File: src/rtl/lap_recorder.sv
// lap_recorder: captures the running unit count on each rising edge of pause
// into a DEPTH-entry circular buffer, read oldest-first through a pop port.
// A full buffer overwrites its oldest lap and raises a sticky overflow flag.
// Optional feature: define LAP_DELTA_EN to store the difference from the
// previous lap instead of the absolute count.
module lap_recorder #(
  parameter int DATA_W = 8,
  parameter int DEPTH  = 8,
  parameter int ADDR_W = 3
) (
  input  logic              clk,
  input  logic              rst,
  input  logic [DATA_W-1:0] unit_count,
  input  logic              pause,
  input  logic              clear,
  input  logic              rd_en,
  output logic [DATA_W-1:0] rd_data,
  output logic              rd_valid,
  output logic [ADDR_W:0]   lap_count,
  output logic              empty,
  output logic              full,
  output logic              overflow
);

  localparam logic [ADDR_W:0] FULL_CNT = (ADDR_W+1)'(DEPTH);

  logic [DATA_W-1:0] lap_mem_q [DEPTH];

  logic              pause_d_q,  pause_d_d;
  logic [ADDR_W-1:0] wr_ptr_q,   wr_ptr_d;
  logic [ADDR_W-1:0] rd_ptr_q,   rd_ptr_d;
  logic [ADDR_W:0]   count_q,    count_d;
  logic              overflow_q, overflow_d;
  logic [DATA_W-1:0] rd_data_q,  rd_data_d;
  logic              rd_valid_q, rd_valid_d;

  logic              capture;
  logic              do_cap;
  logic              do_pop;
  logic              is_empty;
  logic              is_full;
  logic              mem_we;
  logic [DATA_W-1:0] entry;

`ifdef LAP_DELTA_EN
  logic [DATA_W-1:0] base_q, base_d;

  // Lap entry is the wrap-around distance from the previous captured count
  always_comb begin
    entry  = unit_count - base_q;
    base_d = base_q;
    if (clear) begin
      base_d = '0;
    end else if (do_cap) begin
      base_d = unit_count;
    end
  end

  // Base register holding the count of the most recent capture
  always_ff @(posedge clk or negedge rst) begin
    if (!rst) begin
      base_q <= '0;
    end else begin
      base_q <= base_d;
    end
  end
`else
  // Lap entry is the absolute unit count at the capture
  always_comb begin
    entry = unit_count;
  end
`endif

  assign is_empty = (count_q == '0);
  assign is_full  = (count_q == FULL_CNT);
  assign capture  = pause & ~pause_d_q;
  assign do_cap   = capture & ~clear;
  assign do_pop   = rd_en & ~is_empty & ~clear;
  assign mem_we   = do_cap;

  // Next-state logic for pointers, fill count, overflow and the read port
  always_comb begin
    pause_d_d  = pause;
    wr_ptr_d   = wr_ptr_q;
    rd_ptr_d   = rd_ptr_q;
    count_d    = count_q;
    overflow_d = overflow_q;
    rd_data_d  = rd_data_q;
    rd_valid_d = 1'b0;
    if (clear) begin
      wr_ptr_d   = '0;
      rd_ptr_d   = '0;
      count_d    = '0;
      overflow_d = 1'b0;
    end else begin
      if (do_pop) begin
        rd_data_d  = lap_mem_q[rd_ptr_q];
        rd_valid_d = 1'b1;
        rd_ptr_d   = rd_ptr_q + 1'b1;
      end
      if (do_cap) begin
        wr_ptr_d = wr_ptr_q + 1'b1;
      end
      if (do_cap && !do_pop) begin
        if (is_full) begin
          rd_ptr_d   = rd_ptr_q + 1'b1;
          overflow_d = 1'b1;
        end else begin
          count_d = count_q + 1'b1;
        end
      end else if (do_pop && !do_cap) begin
        count_d = count_q - 1'b1;
      end
    end
  end

  // Control and read-port registers, returned to idle by reset
  always_ff @(posedge clk or negedge rst) begin
    if (!rst) begin
      pause_d_q  <= 1'b0;
      wr_ptr_q   <= '0;
      rd_ptr_q   <= '0;
      count_q    <= '0;
      overflow_q <= 1'b0;
      rd_data_q  <= '0;
      rd_valid_q <= 1'b0;
    end else begin
      pause_d_q  <= pause_d_d;
      wr_ptr_q   <= wr_ptr_d;
      rd_ptr_q   <= rd_ptr_d;
      count_q    <= count_d;
      overflow_q <= overflow_d;
      rd_data_q  <= rd_data_d;
      rd_valid_q <= rd_valid_d;
    end
  end

  // Lap storage; contents are meaningless until written so no reset
  always_ff @(posedge clk) begin
    if (mem_we) begin
      lap_mem_q[wr_ptr_q] <= entry;
    end
  end

  assign rd_data   = rd_data_q;
  assign rd_valid  = rd_valid_q;
  assign lap_count = count_q;
  assign empty     = is_empty;
  assign full      = is_full;
  assign overflow  = overflow_q;

endmodule
File: config.mk
export PLATFORM = sky130hd
export DESIGN_NAME = lap_recorder
export DESIGN_NICKNAME = d
export VERILOG_FILES = /design/src/rtl/lap_recorder.sv
export SDC_FILE = /design/constraint.sdc
export NUM_CORES = 1
export LEC_CHECK = 0
export ABC_AREA = 1
export BUFFER_PORTS_ARGS = -buffer_cell sky130_fd_sc_hd__clkbuf_2
export CORE_AREA = 2 2 79 81
export CTS_BUF_LIST = sky130_fd_sc_hd__clkbuf_4 sky130_fd_sc_hd__clkbuf_8 sky130_fd_sc_hd__clkbuf_16
export DETAILED_ROUTE_END_ITERATION = 12
export DIE_AREA = 0 0 81 83
export PLACE_DENSITY = 0.84
export SYNTH_ARGS = -nofsm -noshare
export SYNTH_HDL_FRONTEND = slang
export SYNTH_SLANG_ARGS = --single-unit
File: constraint.sdc
create_clock -name clk -period 3.1 [get_ports clk]
set_input_delay 0.775 -clock clk [delete_from_list [all_inputs] [get_ports clk]]
set_output_delay 0.775 -clock clk [all_outputs]
set_load 0.02 [all_outputs]
# After elaboration in Yosys (flattened, before gate mapping)
# Memories as Yosys holds them, arrays and structs flattened. A register that Yosys moved wholly into a read port is not among the register bits.
# Index checks and enable logic that the tools add are counted.
# Widths: inputs -> output; s select.
# totals
mem_bits_rw,64
in_bits,13
memories,1
out_inout_bits,16
elab_cells,50
ff_bits,13
# classes
n_reduce_logical,13
n_mux,17
n_addsub,4
bitwise_logic,7
eq_ne,2
# memory_table
memory,words,width,read_ports,rd_ports_with_merged_regs,write_ports,line_no,source
lap_mem_q,8,8,1,1,1,27,logic [DATA_W-1:0] lap_mem_q [DEPTH];
# ops
op,n
$mux 3,6
$mux 4,4
$mux 1,7
$add 3x1->3 const B,2
$reduce_and 2->1,3
$reduce_bool 2->1,3
$add 4x1->4 const B,1
$and 1x1->1,4
$eq 4x4->1 const B,1
$logic_not 4->1,1
$sub 4x1->4 const B,1
$logic_not 1->1,3
$ne 3x3->1 const B,1
$not 1->1,3
$reduce_bool 3->1,1
$logic_and 1x1->1,2

# Longest topological paths before layout
# depth
depth_word,8
ltp_mapped,12
mapped_depth_nobuf,12

# Least setup slack after synthesis
# No wires, ideal clock.
# synth_path
path_kind,input to register
startpoint,input clear
endpoint,register count_q[3] (netlist: lap_count[3])
setup_slack_ps,1014
arrival_ps,1968
path_buffers,0
t_required_ps,2981
setup_ps,119
cell_stages,12
path_cell_list,inv_2 > nand3_2 > inv_2 > nand2_1 > ha_1 > nand3_1 > nand3_1 > nand2_1 > nand2_1 > nand2_1 > nand2_1 > o21ai_2
# synth_between
elab_chain_cells,6
elab_cells_between_ends,12
cone_classes,eq/ne (1); mux (2); bitwise (3); reduce/logical (6)
# synth_lines
element,line_no,source
start: declaration,15,"input logic clear,"
$not 1->1 (no line),--,
"$and 1x1->1, on equally long branches","78, 77",
"$logic_not 1->1, on equally long branches","104, 111",
"$logic_and 1x1->1, on equally long branches","104, 111",
$ne 3x3->1 (no line) (tied with other cells),--,
$reduce_and 2->1 (no line) / $mux 4 (equally long branches),--,
end signal: assignment,131,count_q <= count_d;
end: declaration,32,"logic [ADDR_W:0] count_q, count_d;"
# Several ways; a longest one is shown, not always the timed one.
# A chain may end at the register's enable or synchronous reset.

# Worst setup path after layout
# layout_path
startpoint,register count_q[0] (netlist: lap_count[0])
endpoint,output full
# layout_between
elab_chain_cells,1
# layout_lines
element,line_no,source
$eq 4x4->1,75,assign is_full = (count_q == FULL_CNT);
end: declaration,21,"output logic full,"
# No other way between the ends.

==> impl_metrics.csv <==
group,metric,value,unit
setup_path,critPathMaxFanout,6,
timing,max-slew-margin-rel,27.76,%
layout,mostFrequentLayoutCells,"64 x edfxtp_1, 62 x nor2_1, 44 x nand2_1",
outcome,status,"finished, final reports clean",
global_route,grt_max_degree,35,
placed_design,dpl.hpwl,5018,µm
power_and_ir_drop,p_leak,1.542,nW
setup_path,startpoint_type,"register",
timing,drv_slew,0,
route,wirelength,7479,µm
cts,path_clk_slew,0.08,ns
timing,finalHoldViolCount,0,
synthesis,synth_cell_types,26,
synthesis,syn-num-nets,330,
route,drtAntennaViolNets,0,
global_route,groute.usage.overall,24.65,%
cts,clockBufferDepth,2,
layout,seq_area,0.002447,mm²
global_route,overflow,0,
min_path,hp-class,"in2async",
setup_path,cp-end-kind,"primary output",
global_route,grt_pass1_wl,12080,µm
route,firstDrtPassIters,5,
synthesis,synth_top_area_share,53.58,%
synthesis,synth.avg_cell_area,11.50,µm²
timing,rsz0062_at_grt,"false",
synthesis,ys_ff_latch,85,
route,viasPerCell,5.776,
power_and_ir_drop,power.density,741.1,mW/mm²
timing,period_needed,2.182,ns
cts,cts-resized-gates,0,
global_route,antenna_found_initial,0,
floorplanning,die_h,83,µm
cts,hold_buffers,0,
timing,tightest_slew,1.084,ns
synthesis,synth_seq_area_share,68.22,%
setup_path,cp.arrival,1.41,ns
layout,antennaDiodeCount,0,
cts,clkSinkCount,85,
route,num_vias,2426,
cts,numCtsBuffers,9,
floorplanning,dieArea,0.006723,mm²
layout,multi_input_area,0.001001,mm²
synthesis,yosys_warnings,0,
power_and_ir_drop,ir_drop,0.0003857,V
synthesis,yosys-top-cells-area,"edfxtp_1 54%, dfrtp_1 15%, nor2_1 6.5%, nand2_1 4.6%, o21ai_0 3.9%",
setup_path,worstPathCellList,"inv_1 > nand2_1 > nor2_2 > clkbuf_2",
placed_design,gp_congestion,0.8204,
setup_path,critPathMaxStageDelay,0.44,ns
route,drcViolationCount,0,
cts,tritoncts,"built",
run,cap_violations,0,
layout,fin_nets,358,
power_and_ir_drop,power,0.002927,W
setup_path,required,2.32,ns
synthesis,synth_top_cell_by_area,"edfxtp_1",
cts,clkLatencyLatePin,0.36,ns
floorplanning,initial_core_util,61.68,%
layout,fillers,432,
floorplanning,die_w,81,µm
synthesis,synthesis.area,0.003587,mm²
cts,post-cts-setup-buffer-count,0,
timing,tns,0,ns
timing,setup_viol,0,
timing,clock_skew,0.009274,ns
setup_path,crit_buf_inv,2,
timing,fin_crit_sh,70.39,%
synthesis,synth_cells,312,
layout,syn_to_final_growth,10.12,%
layout,drive_gt1_share,17.68,%
cts,cts-root-buf,"clkbuf_8",
route,drtIter0Drc,322,
layout,mostFrequentLayoutCell,"edfxtp_1",
placed_design,port_buffers,28,
floorplanning,std_cell_rows,28,
timing,fmax,458.3,MHz
route,post_drt_wl_per_cell,17.81,µm
floorplanning,core_area,0.005816,mm²
cts,htreeDepth,3,
global_route,grt_pass1_vias,2289,
setup_path,crit_slowest_cell,"dfrtp_1",
floorplanning,io_pins,29,
setup_path,critPathTopFamily,"flip-flops",
setup_path,critical_path_class,"reg2out",
-- cell usage after synthesis (all sizes together) --
library cell and number:
a21oi 2, buf 10, clkbuf 2, dfrtp 21
edfxtp 64, fa 1, ha 4, inv 19
nand2 48, nand3 17, nand4 1, nor2 64
nor3 1, o211ai 16, o21ai 41, xor2 1
-- path summary, 6_finish.rpt --
path / to / slack, ns / from / depth (start not counted)
max: full / 0.92 / lap_count[0] / 4
min: rd_ptr_q[1] / 0.37 / rst / 1
max reg2reg: lap_count[3] / 1.06 / lap_count[1] / 12
min reg2reg: rd_data[1] / 0.48 / rd_data[1] / 2
max in group asynchronous: rd_ptr_q[2] / 2.37 / rst / 1
min in group clk: rd_data[1] / 0.48 / rd_data[1] / 2
-- through the flow --
| step | setup WS [ns] | instance area, µm² | hold slack, ns | instances | utilization, % |
|---|---|---|---|---|---|
| after CTS | 0.9232 | 3950 | 0.3834 | 420 | 67.92 |
| after floorplan | 1.014 | 3587 | 0.4794 | 312 | - |
| final | 0.9179 | 3950 | 0.3726 | 420 | 67.92 |
| after global routing | 0.8667 | 3950 | 0.4020 | 420 | 67.92 |
| after detailed placement | 0.7029 | 3761 | 0.4670 | 404 | 64.67 |
| after global placement | 0.7992 | 3761 | 0.4617 | 404 | 64.67 |
-- per-layer routing --
layer | part of all wire [%] | track usage (%) | vias up
met5 | 0 | 0 | -
met4 | 1.7 | 8.012 | 0
met2 | 47 | 36.59 | 88
met3 | 5.2 | 6.304 | 14
li1 | - | - | 1137
met1 | 46 | 35.81 | 1187
-- state kept, by name, summed over array words and instances (netlist names) --
| name | flops |
|---|---|
| lap_mem_q | 64 |
| rd_valid | 1 |
| lap_count | 4 |
| pause_d_q | 1 |
| overflow | 1 |
| rd_data | 8 |
| wr_ptr_q | 3 |
| rd_ptr_q | 3 |
-- logic make-up (layout without fill, tap and decap cells) --
kind of cell / after synthesis / count (layout) / share of synthesized area, %
and+or+nand+nor: 131 / 131 / 15.94
DFF: 85 / 85 / 68.22
AOI/OAI and AO/OA: 59 / 59 / 9.766
buffers and inverters: 31 / 64 / 3.872
adders and majority gates: 5 / 5 / 1.953
xor gates and xnor gates: 1 / 1 / 0.2442
-- power breakdown --
| part | total (W) | internal, W | switching [W] |
|---|---|---|---|
| registers | 0.00142 | 0.00131 | 0.000110 |
| logic | 0.000747 | 0.000247 | 0.000499 |
| clock network | 0.000760 | 0.000368 | 0.000391 |
-- final cells by class --
class                           instances  share of cell area [%]
Clock buffer                            9                   3.136
Clock inverter                          7                   1.647
Inverter                               19                   1.806
Multi-Input combinational cell        196                   25.34
Sequential cell                        85                   61.96
Tap cell                               75                   2.376
Timing Repair Buffer                   29                   3.738
No activity file was read; power rests on OpenSTA's default activity.
